$ cat src/rtl/demux_pkg.sv
// Shared select-decoding helpers for the 4-channel demux and its mux counterpart,
// so both ends resolve a one-hot select identically (lowest set bit wins, zero -> 3).
package demux_pkg;

    localparam int NUM_CH = 4;

    typedef logic [1:0]        ch_idx_t;
    typedef logic [NUM_CH-1:0] sel_t;

    typedef enum logic {
        SLOT_EMPTY = 1'b0,
        SLOT_FULL  = 1'b1
    } slot_state_t;

    function automatic ch_idx_t sel_to_idx(input sel_t sel);
        ch_idx_t idx;
        idx = ch_idx_t'(NUM_CH - 1);
        // Scan from the top so the lowest set bit is the last one written.
        for (int i = NUM_CH - 1; i >= 0; i--) begin
            if (sel[i]) begin
                idx = ch_idx_t'(i);
            end
        end
        return idx;
    endfunction

    function automatic logic is_onehot(input sel_t sel);
        return (sel != '0) && ((sel & (sel - sel_t'(1))) == '0);
    endfunction

endpackage

$ cat src/rtl/out_slot.sv
// One-entry valid/ready register stage: load, drain and same-cycle pass-through.
// Output visible one cycle after load; holds its beat while the consumer stalls.
module out_slot
    import demux_pkg::*;
#(
    parameter int DATA_W = 8
) (
    input  logic              clk,
    input  logic              reset,
    input  logic              load,
    input  logic [DATA_W-1:0] din,
    input  logic              ready,
    output logic              valid,
    output logic [DATA_W-1:0] dout
);

    slot_state_t state;

    always_ff @(posedge clk or posedge reset) begin
        if (reset) begin
            state <= SLOT_EMPTY;
            dout  <= '0;
        end else begin
            case (state)
                SLOT_EMPTY: begin
                    if (load) begin
                        state <= SLOT_FULL;
                        dout  <= din;
                    end
                end
                SLOT_FULL: begin
                    // A reload wins over the drain so the channel streams at full rate.
                    if (load) begin
                        dout <= din;
                    end else if (ready) begin
                        state <= SLOT_EMPTY;
                    end
                end
                default: state <= SLOT_EMPTY;
            endcase
        end
    end

    assign valid = (state == SLOT_FULL);

endmodule

$ cat src/rtl/demux_1x4.sv
// Streaming 1-to-4 demux routing each beat by one-hot select into a registered slot.
// One-cycle latency; a beat stalls only when its own channel is full and not ready.
module demux_1x4 #(
    parameter int DATA_W = 8,
    parameter int NUM_CH = demux_pkg::NUM_CH
) (
    input  logic                     clk,
    input  logic                     reset,
    input  logic                     in_valid_i,
    output logic                     in_ready_o,
    input  logic [DATA_W-1:0]        in_data_i,
    input  logic [NUM_CH-1:0]        in_sel_i,
    output logic [NUM_CH-1:0]        out_valid_o,
    input  logic [NUM_CH-1:0]        out_ready_i,
    output logic [NUM_CH*DATA_W-1:0] out_data_o,
    output logic                     sel_err_o
);

    import demux_pkg::*;

    ch_idx_t ch;
    logic    accept;

    assign ch         = sel_to_idx(in_sel_i);
    assign in_ready_o = ~reset & (~out_valid_o[ch] | out_ready_i[ch]);
    assign accept     = in_valid_i & in_ready_o;

    for (genvar k = 0; k < NUM_CH; k++) begin : g_slot
        out_slot #(
            .DATA_W(DATA_W)
        ) u_slot (
            .clk   (clk),
            .reset (reset),
            .load  (accept && (ch == ch_idx_t'(k))),
            .din   (in_data_i),
            .ready (out_ready_i[k]),
            .valid (out_valid_o[k]),
            .dout  (out_data_o[k*DATA_W +: DATA_W])
        );
    end

    // Malformed selects are still routed; this only flags them to the consumer side.
    always_ff @(posedge clk or posedge reset) begin
        if (reset) begin
            sel_err_o <= 1'b0;
        end else begin
            sel_err_o <= accept & ~is_onehot(in_sel_i);
        end
    end

endmodule

$ cat config.mk
export PLATFORM = sky130hd
export DESIGN_NAME = demux_1x4
export DESIGN_NICKNAME = d
export VERILOG_FILES = /design/src/rtl/demux_pkg.sv /design/src/rtl/out_slot.sv /design/src/rtl/demux_1x4.sv
export SDC_FILE = /design/constraint.sdc
export NUM_CORES = 1
export LEC_CHECK = 0
export BUFFER_PORTS_ARGS = -buffer_cell sky130_fd_sc_hd__buf_4
export CORE_MARGIN = 2
export CORE_UTILIZATION = 35
export CTS_BUF_LIST = sky130_fd_sc_hd__clkbuf_16
export DETAILED_ROUTE_END_ITERATION = 12
export PLACE_DENSITY = 0.64
export SYNTH_ARGS = -nofsm -noshare
export SYNTH_HDL_FRONTEND = slang
export SYNTH_SLANG_ARGS = --single-unit
$ cat constraint.sdc
create_clock -name clk -period 2.7 [get_ports clk]
set_input_delay 0 -clock clk [delete_from_list [all_inputs] [get_ports clk]]
set_output_delay 0 -clock clk [all_outputs]
set_load 0.1 [all_outputs]
Yosys cells after proc, flatten, opt, wreduce, memory -nomap -nowiden
Cells that the tools add are included.
{ "totals": {"ramBits": 0, "latch_bits": 0, "n_memories": 0, "mem_bits_ro": 0, "reg_bits": 37} }
{ "op_classes": {"n_shift": 0, "n_bitwise": 12, "div_mod_pow": 0, "muxes": 27, "mul": 0, "reduce_logical": 8, "eq_ne": 3, "magnitude_cmp": 1, "add_sub_neg": 1} }
{ "ops": {"columns": ["op", "n"], "rows": [
  ["$mux 8", 4],
  ["$mux 1", 15],
  ["$pmux 1 s2", 4],
  ["$not 1->1", 7],
  ["$logic_and 1x1->1", 5],
  ["$and 4x4->4", 1],
  ["$bmux 1 s2", 2],
  ["$eq 2x2->1 const B", 2],
  ["$logic_not 4->1", 1],
  ["$mux 2", 2],
  ["$reduce_bool 4->1", 1],
  ["$sub 4x1->4 const B", 1],
  ["$and 1x1->1", 3],
  ["$lt 2x3->1 const B", 1],
  ["$eq 2x1->1 const B", 1],
  ["$logic_not 2->1", 1],
  ["$or 1x1->1", 1]
]} }

Longest topological paths before layout
Gate-level depths: netlist of run 1.
{ "depth": {"word_depth": 12, "ltp_mapped": 6, "depth_no_buf": 4} }

Cells and area by module
From an unflattened synthesis of run 1, not the netlist that was laid out.
{ "unflattened": {"hier_cells": 110, "hier_area_um2": 1687.9} }
{ "modules_own_cells": {"columns": ["module", "seq_area_each_um2", "instances", "area_each_um2", "cells_each"], "rows": [
  ["out_slot", 225.2, 4, 372.9, 21],
  ["demux_1x4", 25.0, 1, 196.4, 26]
]} }

Worst setup path before layout of run 1
No wires, ideal clock.
{ "synth_timing": {"path_type": "reg2out", "start": "register g_slot[2].u_slot.state", "end": "output in_ready_o", "path_stages_with_launch": 5, "required_ns": 2.700, "slack_ns": 0.121, "arrival_ns": 2.579, "cell_sequence": "dfrtp_1 -> mux2_2 -> a222oi_1 -> nor2_1 -> nor2_1"} }
{ "synth_via": {"elab_chain_len": 5} }
{ "synth_rtl": {"columns": ["item", "line", "rtl"], "rows": [
  ["from (decl)", "out_slot.sv:17", "slot_state_t state;"],
  ["from (signal assigned)", "out_slot.sv:21", "state <= SLOT_EMPTY;"],
  ["from (signal assigned)", "out_slot.sv:27", "state <= SLOT_FULL;"],
  ["from (signal assigned)", "out_slot.sv:36", "state <= SLOT_EMPTY;"],
  ["$bmux 1 s2", "demux_1x4.sv:25", "assign in_ready_o = ~reset & (~out_valid_o[ch] | out_ready_i[ch]);"],
  ["$mux 1 (implied by the code)", "demux_1x4.sv:25", null],
  ["$not 1->1", "demux_1x4.sv:25", null],
  ["$or 1x1->1", "demux_1x4.sv:25", null],
  ["$and 1x1->1", "demux_1x4.sv:25", null],
  ["to (decl)", "demux_1x4.sv:10", "output logic in_ready_o,"]
]} }
No other way between the ends. The select of a mux whose other input is x is not followed.

Worst setup path after layout of run 1
{ "layout_timing": {"start": "register g_slot[2].u_slot.state", "end": "register g_slot[0].u_slot.dout[1]"} }
{ "layout_via": {"elab_chain_len": 7} }
{ "layout_rtl": {"columns": ["item", "line", "rtl"], "rows": [
  ["$bmux 1 s2", "demux_1x4.sv:25", null],
  ["$mux 1 (implied by the code)", "demux_1x4.sv:25", null],
  ["$not 1->1", "demux_1x4.sv:25", null],
  ["$or 1x1->1", "demux_1x4.sv:25", null],
  ["$and 1x1->1", "demux_1x4.sv:25", null],
  ["$and 1x1->1", "demux_1x4.sv:26", "assign accept = in_valid_i & in_ready_o;"],
  ["$logic_and 1x1->1", "demux_1x4.sv:34", ".load (accept && (ch == ch_idx_t'(k))),"],
  ["to (signal assigned)", "out_slot.sv:28", "dout <= din;"],
  ["to (signal assigned)", "out_slot.sv:34", "dout <= din;"],
  ["to (decl)", "out_slot.sv:14", "output logic [DATA_W-1:0] dout"]
]} }
No other way between the ends. The select of a mux whose other input is x is not followed.
A chain may end at the register's enable or synchronous reset.

==> results.json, run 1 <==
{
  "status": "finished clean",
  "grt_pass1_vias": 1179,
  "synth.yosys.seq_area_share_pct": 60.2,
  "die_w_um": 70.3,
  "crit_type": "register to register",
  "yosys_warnings": 0,
  "cts_tree": "yes",
  "totalNegativeSetupSlack_ns": 0,
  "cp.required_ns": 2.85,
  "die_y_um": 70.3,
  "place_hpwl_um": 2550,
  "synthesis.area_sq_um": 1540,
  "final_nets": 199,
  "dp.cells": 213,
  "max_slew_margin_pct": 57.7,
  "cts_buffer_depth": 2,
  "drt_iter0_drc": 33,
  "holdCritPathClass": "primary input to register",
  "ir_drop_mv": 0.748,
  "seqPwrFrac_pct": 28.7,
  "clkTransAtPathRegs_ns": 0.05,
  "coreArea_sq_um": 4290,
  "synthesis.nets": 128,
  "grt_max_degree": 24,
  "insertion_delay_ns": 0.27,
  "rsz0062_at_grt": "no",
  "cap_violations": 0,
  "io-pin-count": 57,
  "io_buffers": 56,
  "crit_fanout": 9,
  "skew_ns": 0.00359,
  "htreeDepth": 2,
  "place.gp.congestion": 0.786,
  "synth-simple-area-share_pct": 3.66,
  "synth_top_family_by_area": "multiplexers",
  "filler_cell_count": 365,
  "root_buffer": "clkbuf_16",
  "grt_first_pass_wirelength_um": 5860,
  "postCtsSetupBuffers": 0,
  "fin_cells": 231,
  "dr.pass1.iters": 4,
  "wire_per_inst_um": 15.2,
  "period_needed_ns": 2.03,
  "drive_gt1_share_pct": 56.4,
  "max_slew.worst_pin.slew_ns": 0.634,
  "pwr-share-comb_pct": 51.3,
  "maxSlewViolCount": 0,
  "wirelength_um": 3510,
  "synth_compound_gate_area_share_pct": 6.59,
  "vias_per_cell": 4.94,
  "numCtsBuffers": 5,
  "p_clk_share_pct": 20.0,
  "total_power_w": 0.00260,
  "cts_sinks": 37,
  "start_kind": "register",
  "die_area_sq_um": 4940,
  "globalRouteTotalUtil_pct": 15.5,
  "synth_cells": 109,
  "switching_power_w": 0.00131,
  "fp-row-count": 24,
  "synth_fa_ha_area_share_pct": 0,
  "antenna_found_initial": 0,
  "final_core_util_pct": 52.3,
  "cp.arrival_ns": 2.18,
  "n_antenna_cell": 0,
  "overflow": 0,
  "worst_setup_path_end_kind": "register",
  "powerDensity_nw_per_um2": 1160,
  "p_leak_nw": 1.08,
  "ant_nets": 0,
  "synth_xor_area_share_pct": 0.569,
  "drc": 0,
  "setup_viol": 0,
  "synth-seq-cells": 37,
  "synth_area_per_cell_sq_um": 14.1,
  "min_period_over_period_pct": 75.3,
  "vias": 1140,
  "finalHoldViolations": 0,
  "fmaxAchievable_mhz": 492,
  "synthMuxAreaShare_pct": 24.8,
  "synth_cell_types": 21,
  "p_int_w": 0.00129,
  "switching_share_pct": 50.5,
  "start_util_pct": 35.8,
  "synthToLayoutAreaGrowth_pct": 46.0
}
==> cells in the final DEF (no fill, tap or decap), types with 2 or more instances in the layout <==
master	Yosys	routed
dfrtp_1	37	37
buf_4	5	58
nor3_1	3	3
inv_1	6	6
nand2_1	3	3
o21ai_0	5	5
dlygate4sd3_1	0	12
nor2_1	3	3
o21ai_2	2	2
clkbuf_16	0	5
mux2_2	33	33
==> state kept, by name, indices dropped and copies added, names as in the netlist <==
signal	flops
g_slot.u_slot.dout	32
g_slot.u_slot.valid	4
sel_err_o	1
==> logic make-up (layout without fill, tap and decap cells) <==
kind of cell,Yosys count,after routing
xor+xnor,1,1
compound gates,13,13
flops,37,37
simple gates,12,12
buf+inv,12,82
mux,34,34
==> Yosys cell counts (all sizes together) <==
cell type	instances	area [sq um]
nor2b	1	6.26
o221ai	1	8.76
nor2	3	11.3
xor2	1	8.76
o2111a	1	11.3
a222oi	1	10.0
o22ai	1	6.26
dfrtp	37	926
mux2	33	372
nand2b	1	6.26
or2	1	6.26
a21o	1	7.51
mux2i	1	10.0
o2111ai	1	15.0
nor3	3	15.0
nand2	3	11.3
o21ai	7	42.5
inv	6	22.5
buf	6	42.5
==> power by group through the flow <==
stage               sequential, W  combinational, W  clock, W
floorplan                 0.00162          0.000179         0
detailed placement       0.000755           0.00133         0
global placement         0.000749           0.00132         0
finish                   0.000747           0.00133  0.000521
global route             0.000764           0.00137  0.000565
CTS                      0.000748           0.00134  0.000541
==> area by class of cell <==
type | instances | area [sq um] | share of cell area [%]
Multi-Input combinational cell | 60 | 548 | 24.4
Inverter | 6 | 22.5 | 1.00
Clock buffer | 5 | 125 | 5.57
Tap cell | 52 | 65.1 | 2.90
Clock inverter | 1 | 5.00 | 0.223
Timing Repair Buffer | 70 | 556 | 24.7
Sequential cell | 37 | 926 | 41.2
==> through the flow <==
stage | worst slack, ns | area [sq um] | hold slack [ns]
after floorplan | 0.121 | 1540 | 0.107
final | 0.668 | 2250 | 0.0164
after global routing | 0.557 | 2250 | 0.0213
after CTS | 0.645 | 2250 | 0.0124
after global placement | 0.758 | 2000 | 0.111
after detailed placement | 0.658 | 2000 | 0.133
==> worst max-delay path, stage by stage, from the launching register on <==
cell      delay [ns]
dfrtp_1         0.39
mux2_2          0.27
a222oi_1        0.22
buf_4           0.20
o2111a_1        0.43
mux2_2          0.39
==> layer usage <==
| layer | vias up | wire [um] | global-route usage (%) |
|---|---|---|---|
| met2 | 59 | 1690 | 25.5 |
| met5 | - | 0 | 0 |
| li1 | 523 | - | - |
| met3 | 6 | 347 | 6.35 |
| met4 | 0 | 38 | 5.13 |
| met1 | 552 | 1430 | 18.2 |
==> final timing paths <==
kind / start / endpoint / slack [ns] / depth (start not counted)
setup reg to reg: g_slot[2].u_slot.valid / g_slot[0].u_slot.dout[1] / 0.67 / 5
max in group asynchronous: reset / g_slot[0].u_slot.dout[6] / 1.56 / 4
hold reg to reg: g_slot[3].u_slot.dout[4] / g_slot[3].u_slot.dout[4] / 0.51 / 1
min in group asynchronous: reset / g_slot[0].u_slot.valid / 0.39 / 3
setup / recovery: g_slot[2].u_slot.valid / g_slot[0].u_slot.dout[1] / 0.67 / 5
hold / removal: out_ready_i[0] / g_slot[0].u_slot.valid / 0.02 / 3
==> repair_timing <==
item / 4_1_cts / 5_1_grt
resized for setup: 0 / 0
hold buffers: 12 / 0
endpoints found under the hold margin: 47 / 0
Note: power is estimated with default switching activity, not from simulation.
==> run 2, diff against run 1 <==
- clock period: 2.7 -> 2 ns (I/O delays scaled with it)
==> run 2 against run 1 <==
Clock skew increased by 0.0015 ns. Combinational power is 36% higher. Via count increased by 2.1%. Clock-buffer cell count unchanged. Register-to-register slack worse by 0.61 ns. Maximum frequency rose by 4.7%. Clock power rose by 40%. Final cell count grew 2.2%. Final area grew 2.0%. Total power rose by 36%. Sequential share of layout area is 0.81 points lower. Hold slack got worse by 0.0058 ns. Critical endpoint is now g_slot[0].u_slot.dout[6]. Largest power group unchanged. Highest routed layer unchanged.
==> results.json, run 2 (synthesis gave the netlist of run 1 again) <==
{
  "dp_slack_ns": 0.0995,
  "io_buffers": 56,
  "cts_tree": "yes",
  "regMostFlops": "g_slot.u_slot.dout",
  "cts_resized": 0,
  "period_needed_ns": 1.94,
  "cp.required_ns": 2.16,
  "filler_cell_count": 381,
  "vias": 1164,
  "setup_ws_ns": 0.0584,
  "dr.pass1.iters": 5,
  "grt_pass1_vias": 1266,
  "min_period_over_period_pct": 97.1,
  "powerDensity_nw_per_um2": 1550,
  "wirelength_um": 3590,
  "worst_setup_path_end_kind": "register",
  "insertion_delay_ns": 0.28,
  "start_util_pct": 35.8,
  "holdCritPathClass": "primary input to register",
  "fmaxAchievable_mhz": 515,
  "final_nets": 203,
  "most-common-layout-cells": "62 x buf_4, 37 x dfrtp_1, 33 x mux2_2",
  "place.gp.congestion": 0.749,
  "vias_per_cell": 4.93,
  "largest_reg_flops": 32,
  "drive_gt1_share_pct": 57.6,
  "maxSlewViolCount": 0,
  "hold_slack_ns": 0.0106,
  "max_slew.worst_pin.slew_ns": 0.595,
  "start_kind": "register",
  "max_slew_margin_pct": 60.3,
  "wire_per_inst_um": 15.2,
  "synthToLayoutAreaGrowth_pct": 48.9,
  "crit_type": "register to register",
  "numCtsBuffers": 5,
  "die_area_sq_um": 4940,
  "postCtsSetupBuffers": 0,
  "antenna_found_initial": 0,
  "final_common_cell": "buf_4",
  "grt_first_pass_wirelength_um": 6020,
  "root_buffer": "clkbuf_16",
  "status": "finished clean",
  "globalRouteTotalUtil_pct": 15.8,
  "setup_viol": 0,
  "io-pin-count": 57,
  "final_core_util_pct": 53.4,
  "cap_violations": 0,
  "drt_iter0_drc": 52,
  "crit_fanout": 5,
  "finalHoldViolations": 0,
  "overflow": 0,
  "clkTransAtPathRegs_ns": 0.06,
  "rsz0062_at_grt": "yes",
  "ant_nets": 0,
  "cts_sinks": 37,
  "cp.arrival_ns": 2.10,
  "p_leak_nw": 1.11,
  "place_hpwl_um": 2630,
  "grt_max_degree": 21,
  "die_y_um": 70.3,
  "die_w_um": 70.3,
  "skew_ns": 0.00514,
  "total_power_w": 0.00355,
  "n_antenna_cell": 0,
  "coreArea_sq_um": 4290,
  "drc": 0,
  "cts_buffer_depth": 2,
  "htreeDepth": 2,
  "fp-row-count": 24,
  "ir_drop_mv": 0.968
}
-- run 2: cell count changes in the layout (fill, tap and decap cells not counted) --
cell      before  now
clkinv_4       0    1
inv_1          6    7
nor2_4         0    1
clkinv_2       1    0
nor2_1         3    2
buf_4         58   62
-- run 2: worst paths after layout --
path	cells after the start	start	endpoint	slack (ns)
min in group asynchronous	3	reset	g_slot[1].u_slot.dout[0]	0.30
worst min register to register	1	g_slot[2].u_slot.dout[3]	g_slot[2].u_slot.dout[3]	0.50
worst max-delay path	6	g_slot[3].u_slot.valid	g_slot[0].u_slot.dout[6]	0.06
max in group asynchronous	4	reset	g_slot[2].u_slot.dout[4]	1.11
worst min-delay path	3	out_ready_i[0]	g_slot[0].u_slot.valid	0.01
worst max register to register	6	g_slot[3].u_slot.valid	g_slot[0].u_slot.dout[6]	0.06
-- run 2: area by class of cell --
| cell class | instances | area [sq um] | share of cell area (%) |
|---|---|---|---|
| Timing Repair Buffer | 74 | 586 | 25.5 |
| Multi-Input combinational cell | 60 | 556 | 24.2 |
| Inverter | 6 | 22.5 | 0.983 |
| Clock inverter | 2 | 12.5 | 0.546 |
| Tap cell | 52 | 65.1 | 2.84 |
| Sequential cell | 37 | 926 | 40.4 |
| Clock buffer | 5 | 125 | 5.46 |
-- run 2: timing repair --
action                                  CTS  global route
endpoints found under the setup margin    0            24
hold buffers                             12             0
endpoints found under the hold margin    42             0
-- run 2: layer usage --
layer  global-route usage [%]  part of all wire, %  vias up
met2                     24.2                   45       55
met1                     20.2                   45      568
met3                     7.22                  9.5        8
li1                         -                    -      533
met4                     4.49                  1.3        0
met5                        0                    0        -
-- run 2: through the flow --
| stage | std cells | TNS (ns) | instance area (sq um) |
|---|---|---|---|
| final | 236 | 0 | 2290 |
| after global routing | 236 | -0.955 | 2290 |
| after CTS | 236 | 0 | 2290 |
| after detailed placement | 217 | 0 | 2030 |
| after global placement | 217 | 0 | 2030 |
| after floorplan | 109 | -0.182 | 1550 |
-- run 2: critical path, stage by stage, from the launching register on --
cell and delay [ns]:
dfrtp_1 0.40, mux2_2 0.28, a222oi_1 0.25, buf_4 0.21, o2111a_1 0.20, buf_4 0.16
mux2_2 0.34
-- run 2: report_power, final --
| group | total, W | switching, W | internal, W |
|---|---|---|---|
| sequential | 0.00101 | 0.0000910 | 0.000914 |
| clock | 0.000732 | 0.000281 | 0.000451 |
| combinational | 0.00181 | 0.00142 | 0.000388 |
